`src/rtl/inst_fetch_dual_pkg.sv`:
```
// -----------------------------------------------------------------------------
// inst_fetch_dual_pkg
// Shared definitions for the dual-issue fetch stage: architectural widths,
// well-known instruction encodings, the PC increment and the fetch-queue entry.
// -----------------------------------------------------------------------------
package inst_fetch_dual_pkg;

  localparam int          XLEN      = 32;
  localparam logic [31:0] INST_NOP  = 32'h0000_0013;
  localparam logic [31:0] INST_HALT = 32'h0000_0000;
  localparam logic [31:0] PC_STEP   = 32'd4;

  // One buffered instruction together with the address it was fetched from.
  typedef struct packed {
    logic [XLEN-1:0] pc;
    logic [XLEN-1:0] inst;
  } fetch_entry_t;

endpackage

```
`src/rtl/inst_fetch_dual_fetch_queue.sv`:
```
// -----------------------------------------------------------------------------
// inst_fetch_dual_fetch_queue
// Circular buffer of {pc, inst} entries with 2-wide enqueue, 2-wide dequeue
// and a synchronous flush. Presents the head and head+1 entries directly from
// the storage registers.
//
// Ports
//   clk, rst_n     clock, asynchronous active-low reset
//   flush          discard all entries this cycle (enqueue/dequeue ignored)
//   enq_cnt        number of entries written this cycle (0..2)
//   enq0, enq1     entries written at tail, tail+1
//   deq_cnt        entries consumed from head this cycle (clamped to occupancy)
//   count          current occupancy (0..QDEPTH)
//   head0, head1   entries at head, head+1 (meaningful only when count covers them)
// -----------------------------------------------------------------------------
module inst_fetch_dual_fetch_queue
  import inst_fetch_dual_pkg::*;
#(
  parameter int QDEPTH = 4
) (
  input  logic                     clk,
  input  logic                     rst_n,
  input  logic                     flush,
  input  logic [1:0]               enq_cnt,
  input  fetch_entry_t             enq0,
  input  fetch_entry_t             enq1,
  input  logic [1:0]               deq_cnt,
  output logic [$clog2(QDEPTH):0]  count,
  output fetch_entry_t             head0,
  output fetch_entry_t             head1
);

  localparam int AW = $clog2(QDEPTH);
  localparam int CW = AW + 1;

  fetch_entry_t    mem [QDEPTH];
  logic [AW-1:0]   rd_ptr;
  logic [AW-1:0]   wr_ptr;
  logic [1:0]      deq_eff;

  // Never retire more than the two visible entries nor more than are present.
  always_comb begin
    deq_eff = (deq_cnt > 2'd2) ? 2'd2 : deq_cnt;
    if (CW'(deq_eff) > count) deq_eff = count[1:0];
  end

  // Pointers and occupancy: power-of-two depth lets the pointers wrap freely.
  always_ff @(posedge clk or negedge rst_n) begin
    if (!rst_n) begin
      rd_ptr <= '0;
      wr_ptr <= '0;
      count  <= '0;
    end else if (flush) begin
      rd_ptr <= '0;
      wr_ptr <= '0;
      count  <= '0;
    end else begin
      rd_ptr <= rd_ptr + AW'(deq_eff);
      wr_ptr <= wr_ptr + AW'(enq_cnt);
      count  <= count + CW'(enq_cnt) - CW'(deq_eff);
    end
  end

  // Entry storage carries no reset; validity is tracked by count alone.
  always_ff @(posedge clk) begin
    if (!flush) begin
      if (enq_cnt != 2'd0) mem[wr_ptr]          <= enq0;
      if (enq_cnt == 2'd2) mem[wr_ptr + AW'(1)] <= enq1;
    end
  end

  assign head0 = mem[rd_ptr];
  assign head1 = mem[rd_ptr + AW'(1)];

  // Decode must never ask for more than it was shown.
  always_ff @(posedge clk) begin
    if (rst_n && !flush) begin
      assert (CW'(deq_cnt) <= count)
        else $error("fetch_queue: deq_cnt %0d exceeds occupancy %0d", deq_cnt, count);
    end
  end

endmodule

```
`src/rtl/inst_fetch_dual.sv`:
```
// -----------------------------------------------------------------------------
// inst_fetch_dual
// Dual-issue instruction fetch stage. Drives pc and pc+4 into a combinational
// instruction memory, buffers the returned words with their PCs and presents
// up to two in-order instructions to decode. Handles redirect (highest
// priority), decode backpressure via free-slot accounting, and optional halt
// detection.
//
// Build option: define FETCH_HALT_EN to treat an all-zero fetched word as a
// halt marker; when undefined, zero words are ordinary instructions and
// halted is tied low.
//
// Ports
//   clk, rst_n            clock, asynchronous active-low reset
//   imem_addr0/1          fetch addresses pc, pc+4 (mod 2^32)
//   imem_inst0/1          words at imem_addr0/1, valid the same cycle
//   redirect_valid/pc     flush and restart fetch at redirect_pc (word aligned)
//   deq_cnt               instructions taken by decode this cycle
//   out_valid             bit0 head valid, bit1 head+1 valid
//   out_inst0/1, out_pc0/1  head / head+1 instruction and PC
//   halted                fetch stopped on a halt word
// -----------------------------------------------------------------------------
module inst_fetch_dual
  import inst_fetch_dual_pkg::*;
#(
  parameter logic [31:0] RESET_PC = 32'h0000_0000,
  parameter int          QDEPTH   = 4
) (
  input  logic        clk,
  input  logic        rst_n,
  output logic [31:0] imem_addr0,
  output logic [31:0] imem_addr1,
  input  logic [31:0] imem_inst0,
  input  logic [31:0] imem_inst1,
  input  logic        redirect_valid,
  input  logic [31:0] redirect_pc,
  input  logic [1:0]  deq_cnt,
  output logic [1:0]  out_valid,
  output logic [31:0] out_inst0,
  output logic [31:0] out_inst1,
  output logic [31:0] out_pc0,
  output logic [31:0] out_pc1,
  output logic        halted
);

  localparam int CW = $clog2(QDEPTH) + 1;

  logic [31:0]   pc;
  logic [31:0]   pc_next;
  logic [CW-1:0] count;
  logic [CW-1:0] free;
  logic [1:0]    enq_cnt;
  logic          fetch_en;
  fetch_entry_t  enq0;
  fetch_entry_t  enq1;
  fetch_entry_t  head0;
  fetch_entry_t  head1;
  logic          unused_redirect_lsbs;

  assign unused_redirect_lsbs = ^redirect_pc[1:0];

  assign imem_addr0 = pc;
  assign imem_addr1 = pc + PC_STEP;

  // Pre-dequeue occupancy: slots freed by decode this cycle are not reused
  // until the next one, which keeps enqueue independent of deq_cnt timing.
  assign free = CW'(QDEPTH) - count;

`ifdef FETCH_HALT_EN
  logic halted_q;
  logic halt_set;
  assign fetch_en = !halted_q;
  assign halted   = halted_q;
`else
  assign fetch_en = 1'b1;
  assign halted   = 1'b0;
`endif

  always_comb begin
    enq_cnt = 2'd0;
    pc_next = pc;
`ifdef FETCH_HALT_EN
    halt_set = 1'b0;
`endif
    if (redirect_valid) begin
      pc_next = {redirect_pc[31:2], 2'b00};
    end else if (fetch_en) begin
      if (free >= CW'(2)) begin
        enq_cnt = 2'd2;
        pc_next = pc + (PC_STEP << 1);
      end else if (free == CW'(1)) begin
        enq_cnt = 2'd1;
        pc_next = pc + PC_STEP;
      end
`ifdef FETCH_HALT_EN
      // A halt word is never enqueued; pc parks on it so a redirect is the
      // only way forward.
      if (enq_cnt != 2'd0 && imem_inst0 == INST_HALT) begin
        enq_cnt  = 2'd0;
        pc_next  = pc;
        halt_set = 1'b1;
      end else if (enq_cnt == 2'd2 && imem_inst1 == INST_HALT) begin
        enq_cnt  = 2'd1;
        pc_next  = pc + PC_STEP;
        halt_set = 1'b1;
      end
`endif
    end
  end

  always_ff @(posedge clk or negedge rst_n) begin
    if (!rst_n) pc <= RESET_PC;
    else        pc <= pc_next;
  end

`ifdef FETCH_HALT_EN
  always_ff @(posedge clk or negedge rst_n) begin
    if (!rst_n)              halted_q <= 1'b0;
    else if (redirect_valid) halted_q <= 1'b0;
    else if (halt_set)       halted_q <= 1'b1;
  end
`endif

  assign enq0 = '{pc: pc,         inst: imem_inst0};
  assign enq1 = '{pc: imem_addr1, inst: imem_inst1};

  // ---- fetch -> queue boundary: outputs below come from queue registers ----
  inst_fetch_dual_fetch_queue #(
    .QDEPTH (QDEPTH)
  ) u_queue (
    .clk     (clk),
    .rst_n   (rst_n),
    .flush   (redirect_valid),
    .enq_cnt (enq_cnt),
    .enq0    (enq0),
    .enq1    (enq1),
    .deq_cnt (deq_cnt),
    .count   (count),
    .head0   (head0),
    .head1   (head1)
  );

  assign out_valid = {count >= CW'(2), count >= CW'(1)};
  assign out_inst0 = head0.inst;
  assign out_inst1 = head1.inst;
  assign out_pc0   = head0.pc;
  assign out_pc1   = head1.pc;

endmodule
```
`config.mk`:
```
export PLATFORM = sky130hd
export DESIGN_NAME = inst_fetch_dual
export DESIGN_NICKNAME = d
export VERILOG_FILES = /design/src/rtl/inst_fetch_dual_pkg.sv /design/src/rtl/inst_fetch_dual_fetch_queue.sv /design/src/rtl/inst_fetch_dual.sv
export SDC_FILE = /design/constraint.sdc
export NUM_CORES = 1
export LEC_CHECK = 0
export ABC_AREA = 1
export ABC_CLOCK_PERIOD_IN_PS = 8400
export CAP_MARGIN = 0
export CORE_MARGIN = 5
export CORE_UTILIZATION = 55
export DETAILED_ROUTE_END_ITERATION = 6
export PLACE_DENSITY = 0.84
export SLEW_MARGIN = 30
export SYNTH_ARGS = -nofsm -noshare
export SYNTH_HDL_FRONTEND = slang
export SYNTH_HIERARCHICAL = 1
export SYNTH_SLANG_ARGS = --single-unit
```
`constraint.sdc`:
```
create_clock -name clk -period 8.4 [get_ports clk]
set_input_delay 0.84 -clock clk [delete_from_list [all_inputs] [get_ports clk]]
set_output_delay 0.84 -clock clk [all_outputs]
set_load 0.02 [all_outputs]
```
==> run_results.csv <==
group,metric,value,unit
setup_path,required,7.56,ns
place,io_buffers,288,
finish,fill_cells,2554,
finish,final_cells,2979,
finish,drive_above_1_share,7.94,%
finish,fin_nets,2622,
setup_path,cp_max_fo,221,
finish,n_antenna_cell,0,
finish,final_common_cell,"nand2_1",
logic_synthesis,ys_ff_latch,293,
clock_network,cts_setup_buffers,0,
setup_path,crit_type,"reg2out",
setup_path,cp-end-kind,"output pin",
floorplanning,die_area,37800,um2
sta,worst_pin_slew,0.983,ns
drt,dr.pass1.iters,6,
logic_synthesis,synth_area_leaders,"edfxtp_1, nand2_1, o21ai_0, dfrtp_1, o21ai_1",
global_route,grt_usage,28.5,%
setup_path,cp_top_family,"buffers and inverters",
drt,viasPerCell,5.91,
floorplanning,die_w,194,um
finish,synthToLayoutAreaGrowth,20.8,%
setup_path,critPathBufInv,3,
setup_path,rrSetupSlack,4.14,ns
logic_synthesis,synth_cells,2318,
clock_network,cts_buffers,34,
floorplanning,initial_core_util,55.7,%
setup_path,critical_path_arrival,3.91,ns
setup_path,crit_chain,"clkinv_8, buf_4, a21oi_1, a21oi_1, o21ai_0, clkdlybuf4s50_1",
global_route,grt_antenna_before_repair,1,
clock_network,cts-root-buf,"clkbuf_16",
sta,rsz0062_at_grt,"false",
logic_synthesis,postSynthAreaPerCell,8.06,um2
clock_network,clk_latency,0.52,ns
sta,finalHoldViolations,0,
sta,finalClockSkew,0.0180,ns
hold_path,hold_path_class,"in2async",
setup_path,critPathMaxStageDelay,0.72,ns
pwr,power_density,400,nW/um2
place,placed_cells,2918,
floorplanning,core,33500,um2
clock_network,cts_hold_buf,0,
finish,post-route-util,67.3,%
drt,drc,0,
clock_network,h-tree-depth,2,
logic_synthesis,ys_types,39,
sta,setup_viol,0,
drt,drtIter0Drc,1844,
drt,finalWirelength,56.6,mm
pwr,peakVddDrop,0.328,mV
logic_synthesis,synth_ff_type,"edfxtp_1",
clock_network,clkTransAtPathRegs,0.06,ns
global_route,grt_pass1_vias,17117,
setup_path,setup.worst_path.start_class,"flop",
setup_path,crit_top_cell,"a21oi_1",
logic_synthesis,synth_area,18700,um2
logic_synthesis,yosysSeqAreaShare,46.1,%
finish,layout_common_cells,"nand2_1, clkdlybuf4s50_1, edfxtp_1",
sta,slew_headroom,34.5,%
run_status,outcome,"finished clean",
place,place.gp.congestion,0.954,
clock_network,ctsResizeCount,0,
global_route,grt_max_degree,222,
job,maxCapViolations,0,
global_route,grt_overflow,0,
floorplanning,fp-row-count,67,
logic_synthesis,synth-edff-count,256,
logic_synthesis,yosys.area.top_type_share,41.1,%
sta,drv_slew,0,
floorplanning,die_h,194,um
logic_synthesis,yosys.area.top_type,"edfxtp_1",
global_route,grt_pass1_wl,88.5,mm
floorplanning,ios,296,
logic_synthesis,async_flop_share,12.6,%
sta,tns,0,ns
clock_network,cts_tree,"done",
clock_network,cts.sink_count,293,
setup_path,cp_slowest_cell,"dfrtp_4",
finish,multi_input_comb_area,8360,um2
sta,final_min_period_over_clock_period,56.5,%
drt,num_vias,17611,
clock_network,clockBufferDepth,3,
sta,min_period,4.75,ns
drt,wire_per_inst,19.0,um
drt,drtAntennaViolNets,0,
finish,final-seq-area,8620,um2
place,hpwl,36.3,mm
logic_synthesis,yosys_warnings,6,
pwr,power_leakage,9.16,nW
sta,fmax,0.211,GHz
-- metrics by stage --
stage | hold slack, ns | worst slack (ns) | cell area, um2 | total power [mW]
final | 0.293 | 3.65 | 22600 | 9.03
after global routing | 0.323 | 3.34 | 22600 | 9.53
after CTS | 0.485 | 3.27 | 22500 | 8.99
after detailed placement | 0.693 | 3.81 | 21400 | 7.45
after global placement | 0.667 | 3.62 | 21300 | 7.27
after floorplan | 0.544 | 1.36 | 18700 | 5.45
-- worst register-to-register path, cell delays in order, from the launching register on --
cell and delay, ns:
dfrtp_1 0.50, inv_1 0.12, ha_1 0.23, inv_1 0.05
nand2_1 0.04, nand2_1 0.13, nor2_1 0.07, nand2_1 0.47
nand2_1 0.11, inv_1 0.15, buf_4 0.34, nand4_4 0.70
o31ai_4 0.23, buf_4 0.48, buf_12 0.31
-- logic make-up (layout without fill, tap and decap cells) --
logic type | Yosys count | after routing | synth area share (%)
simple gates | 932 | 932 | 21.4
buf+inv | 369 | 568 | 9.94
xor+xnor | 21 | 21 | 1.06
flops | 293 | 293 | 46.1
compound gates | 688 | 688 | 20.5
fa+ha+maj | 14 | 14 | 1.02
other cells | 1 | 15 | 0.0201
-- registers in the layout (all words and copies together) (netlist names) --
name	flops
imem_addr0	30
u_queue/count	3
u_queue/mem	256
u_queue/rd_ptr	2
u_queue/wr_ptr	2
-- path summary, 6_finish.rpt --
path	from	endpoint	cells after the start
min in group clk	imem_addr0[31]	imem_addr0[31]	2
worst max-delay path	u_queue/rd_ptr[0]	out_inst1[13]	6
worst max register to register	u_queue/count[0]	u_queue/mem[2][26]	14
worst min-delay path	rst_n	imem_addr0[5]	1
max in group asynchronous	rst_n	u_queue/rd_ptr[0]	1
worst min register to register	imem_addr0[31]	imem_addr0[31]	2
-- Yosys cell counts (16+ instances only) --
cell,n
a21oi_1,151
buf_2,65
buf_4,19
buf_6,42
clkbuf_1,32
dfrtp_1,37
edfxtp_1,256
inv_1,195
nand2_1,460
nand3_1,135
nor2_1,219
nor3_1,67
o21ai_0,220
o21ai_1,170
o21ai_2,74
o22ai_1,66
xor2_1,16
-- layer usage --
| layer | track usage, % | share of wire, % | vias up |
|---|---|---|---|
| li1 | - | - | 8302 |
| met1 | 36.0 | 38 | 8158 |
| met2 | 48.0 | 47 | 984 |
| met3 | 5.32 | 9.9 | 165 |
| met4 | 13.1 | 4.9 | 2 |
| met5 | 0 | 0.023 | - |
-- area by class of cell --
cell class              instances  area share, %
multi-input cells            1670           37.1
well taps                     448           2.48
inverters                     200           3.42
clock buffers                  44           4.26
flip-flops and latches        293           38.2
clock inverters                16          0.837
repair buffers                308           13.8
-- power breakdown --
part / switching [mW] / leakage [nW] / internal [mW] / total (mW)
Sequential: 0.405 / 2.77 / 2.05 / 2.45
Combinational: 3.18 / 5.83 / 1.88 / 5.06
Clock: 0.583 / 0.560 / 0.933 / 1.52
Power figures use the tool's default switching activity.
